File: config.mk
export PLATFORM = sky130hd
export DESIGN_NAME = receptor_serial
export DESIGN_NICKNAME = d
export VERILOG_FILES = /design/src/rtl/receptor_serial.sv
export SDC_FILE = /design/constraint.sdc
export NUM_CORES = 1
export LEC_CHECK = 0
export ABC_AREA = 1
export CORE_MARGIN = 3
export CORE_UTILIZATION = 52
export DETAILED_ROUTE_END_ITERATION = 10
export GPL_TIMING_DRIVEN = 1
export PLACE_DENSITY = 0.77
export SYNTH_ARGS = -nofsm -noshare
export SYNTH_HDL_FRONTEND = slang
export SYNTH_SLANG_ARGS = --single-unit
File: constraint.sdc
create_clock -name clk -period 1.5 [get_ports clk]
set_clock_uncertainty 0.05 [all_clocks]
set_input_delay 0.3 -clock clk [delete_from_list [all_inputs] [get_ports clk]]
set_output_delay 0.3 -clock clk [all_outputs]
set_load 0.05 [all_outputs]
File: src/rtl/receptor_serial.sv
// receptor_serial: framed 5-bit serial word receiver with parity and stop-bit checks
module receptor_serial #(
   parameter bit PARITY_EN = 1'b1
) (
   input  logic       clk,
   input  logic       reset,
   input  logic       x,
   input  logic       en,
   output logic [4:0] data,
   output logic       valid,
   output logic       par_err,
   output logic       frm_err,
   output logic       busy
);
   typedef enum logic [1:0] {IDLE, DATA, PARITY, STOP} state_t;
   state_t     r_state, w_state;
   logic [2:0] r_cnt, w_cnt;
   logic [4:0] r_shreg, w_shreg;
   logic       r_pbit, w_pbit;
   logic [4:0] r_data, w_data;
   logic       r_valid, w_valid;
   logic       r_par_err, w_par_err;
   logic       r_frm_err, w_frm_err;
   // next state and next outputs; nothing moves without the bit-time strobe
   always_comb begin
      w_state   = r_state;
      w_cnt     = r_cnt;
      w_shreg   = r_shreg;
      w_pbit    = r_pbit;
      w_data    = r_data;
      w_par_err = r_par_err;
      w_frm_err = r_frm_err;
      w_valid   = 1'b0;
      if (en) begin
         case (r_state)
            IDLE: if (!x) begin
               w_state = DATA;
               w_cnt   = 3'd0;
               w_shreg = 5'd0;
            end
            DATA: if (r_cnt > 3'd4) begin
               w_state = IDLE;
               w_cnt   = 3'd0;
            end else begin
               w_shreg = {x, r_shreg[4:1]};
               w_cnt   = (r_cnt == 3'd4) ? 3'd0 : r_cnt + 3'd1;
               if (r_cnt == 3'd4) w_state = PARITY_EN ? PARITY : STOP;
            end
            PARITY: begin
               w_pbit  = x;
               w_state = STOP;
            end
            STOP: begin
               w_data    = r_shreg;
               w_valid   = 1'b1;
               w_frm_err = ~x;
               w_par_err = PARITY_EN & (^r_shreg ^ r_pbit);
               w_state   = IDLE;
            end
            default: w_state = IDLE;
         endcase
      end
   end
   // state and output registers, cleared immediately by reset
   always_ff @(posedge clk or negedge reset) begin
      if (!reset) begin
         r_state   <= IDLE;
         r_cnt     <= 3'd0;
         r_shreg   <= 5'd0;
         r_pbit    <= 1'b0;
         r_data    <= 5'd0;
         r_valid   <= 1'b0;
         r_par_err <= 1'b0;
         r_frm_err <= 1'b0;
      end else begin
         r_state   <= w_state;
         r_cnt     <= w_cnt;
         r_shreg   <= w_shreg;
         r_pbit    <= w_pbit;
         r_data    <= w_data;
         r_valid   <= w_valid;
         r_par_err <= w_par_err;
         r_frm_err <= w_frm_err;
      end
   end
   assign data    = r_data;
   assign valid   = r_valid;
   assign par_err = r_par_err;
   assign frm_err = r_frm_err;
   assign busy    = (r_state != IDLE);
endmodule

==> reports/results.ini <==
[outcome]
status = finished, final reports clean

[routing]
post_drt_via_cell_ratio = 5.10
drtIter0Drc = 38
antenna_left = 0
drcViolationCount = 0
wl_per_cell_um = 11.9
drt_first_pass_iters = 4
wl_mm = 1.80
num_vias = 770

[global_routing]
grt_max_degree = 20
grt_pass1_vias = 677
antenna_found_initial = 0
grt_pass1_wl_mm = 3.01
grtUsageTotal = 0.191
grt_overflow = 0

[synth]
muxShareOfSynthArea = 0
synth_xor_area_frac = 0
yosys.area_share.simple = 0.287
synth_area_leaders = dfrtp_1 52%, nand2_1 16%, inv_1 5.7%
synth_area_per_cell_um2 = 8.28
synth_top_family_by_area = simple AND/OR/NAND/NOR gates
syn_nets = 117
ys_seq_area_frac = 0.517
yosys.area.top_type = dfrtp_1
yosysWarnings = 0
syn-instance-count = 111
synth_seq_cells = 19
synthDistinctLibCells = 16
synth_fa_ha_area_frac = 0.0272
synth-compound-area-share = 0.107
synth_area_um2 = 920
synth_top_area_share = 0.517

[finish]
drive_above_1_share = 0.244
syn2layout_area_growth_pct = 35.0
antenna_cells = 0
fin_util = 0.787
fin_area_mm2 = 0.00124
nets = 142

[power]
seqPwrFrac = 0.333
p_int_mw = 1.47
irDropWorstVdd_v = 0.00142
p_leak_nw = 0.614
p_comb_frac = 0.566
power.share.switching = 0.449
p_sw_mw = 1.20
powerDensity_mw_per_mm2 = 2140
total_power_mw = 2.66
clkPwrFrac = 0.101

[setup_path]
crit_path_start_kind = flip-flop
critPathMaxFanout = 5
path_class = flip-flop to output pin
critPathSlowestCell = dfrtp_2
worstPathCellList = inv_1 -> nand2_1 -> buf_12
path_delay_family = flip-flops
end_kind = output pin
cp.required_ps = 1150
cp_slowest_stage_delay_ps = 460
cp_data_arrival_time_ps = 1130
crit_buf_inv = 2

[timing]
finalSetupTns_ps = 0
hold_viol_final = 0
hold_ws_ps = 265
finalSetupViolations = 0
max_freq_mhz = 677
fin_crit_sh = 0.984
slew_viol_final = 0
relSlewSlack = 0.837
fin_crit_ps = 1480
tightest_slew_ps = 242

[clock_network]
cts_hold_buffers = 0
path_clk_slew_ps = 110
root_buffer = clkbuf_4
htreeDepth = 1
insertion_delay_ps = 310
cts_tree = yes
cts_max_path_buffers = 2
cts_inserted_buffers = 3
clock_sinks = 19

[place]
place_congestion = 0.886
dpl_cell_area_mm2 = 0.00118
post-dp-hpwl_mm = 1.38
portBuffers = 12

[flow_run]
cap_violations = 0

[hold_path]
hp-class = primary input to asynchronous set/reset pin

[floorplanning]
die_area_mm2 = 0.00231
row_count = 14
pin_count = 13
initial_core_util = 0.583
die_x_um = 48.1
die_y_um = 48.1
coreArea_mm2 = 0.00158

cells by family after synthesis:
| group | count (synthesis) |
|---|---|
| DFF | 19 |
| buffers and inverters | 15 |
| AOI/OAI and AO/OA | 16 |
| adders and majority gates | 2 |
| and+or+nand+nor | 59 |
timing repair:
action                                  4_1_cts  5_1_grt
setup buffers                                 0        4
resized for setup                             2        0
endpoints found under the setup margin        1        1
cells in the final DEF, fill, tap and decap left out, types with 2 or more instances in the layout:
master / n
inv_1: 13
a21oi_1: 2
buf_4: 9
buf_12: 9
o21ai_0: 9
ha_1: 2
o21ai_2: 5
nand3_1: 10
dfrtp_1: 18
clkdlybuf4s50_1: 3
nand2_1: 40
nor2_1: 3
clkbuf_4: 3
final cells by class:
class | instances | area [um2]
flip-flops and latches | 19 | 477
multi-input cells | 77 | 388
fillers | 101 | 335
repair buffers | 21 | 278
inverters | 14 | 52.6
clock buffers | 4 | 26.3
well taps | 16 | 20.0
state kept, by name (all words and copies together), names as in the netlist, named ones only:
name     cells
data         5
r_shreg      5
r_cnt        3
frm_err      1
par_err      1
r_pbit       1
r_state      1
valid        1
synth_stat cells, drive strengths merged:
| master | n |
|---|---|
| clkbuf | 1 |
| nand3b | 1 |
| dfrtp | 19 |
| o21ai | 14 |
| nand2 | 42 |
| nor2 | 5 |
| ha | 2 |
| nand3 | 11 |
| inv | 14 |
| a21oi | 2 |
power by group through the flow:
stage	Clock [mW]	Sequential (mW)	Combinational [mW]
6_report	0.269	0.885	1.51
5_1_grt	0.297	0.910	1.64
3_3_place_gp	0	0.888	1.39
3_5_place_dp	0	0.903	1.43
4_1_cts	0.267	0.896	1.44
2_1_floorplan	0	1.10	0.605
through the flow:
stage / instances / setup WS, ps
4_1_cts: 147 / 8.40
2_1_floorplan: 111 / 278
3_3_place_gp: 143 / -6.83
6_report: 151 / 23.3
5_1_grt: 151 / -3.32
3_5_place_dp: 143 / -107
worst reg2reg max path, stage by stage, from the launching register on:
cell     delay [ps]
dfrtp_1         440
inv_2           100
nand3_2          90
nand2_2         100
nor2_4           60
buf_4           130
o21ai_0         220
path summary, 6_finish.rpt:
check / startpoint / endpoint / slack [ps] / depth (start not counted)
worst max-delay path: flip-flop / busy / 20 / 3
worst min-delay path: reset / data[2]$_DFFE_PN0P_ / 270 / 2
worst max register to register: r_state[0]$_DFFE_PN0P_ / r_cnt[2]$_DFFE_PN0P_ / 210 / 6
worst min register to register: r_pbit$_DFFE_PN0P_ / r_pbit$_DFFE_PN0P_ / 500 / 2
max in group asynchronous: reset / asynchronous set/reset pin / 920 / 2
min in group clk: r_pbit$_DFFE_PN0P_ / r_pbit$_DFFE_PN0P_ / 500 / 2
layer usage:
layer / up-vias / wire length, um / GRT usage
met5: - / 0 / 0
met4: 0 / 30 / 0.108
met3: 3 / 75 / 0.0263
met2: 26 / 844 / 0.293
met1: 341 / 847 / 0.258
li1: 400 / - / -
No activity file was read; power rests on OpenSTA's default activity.
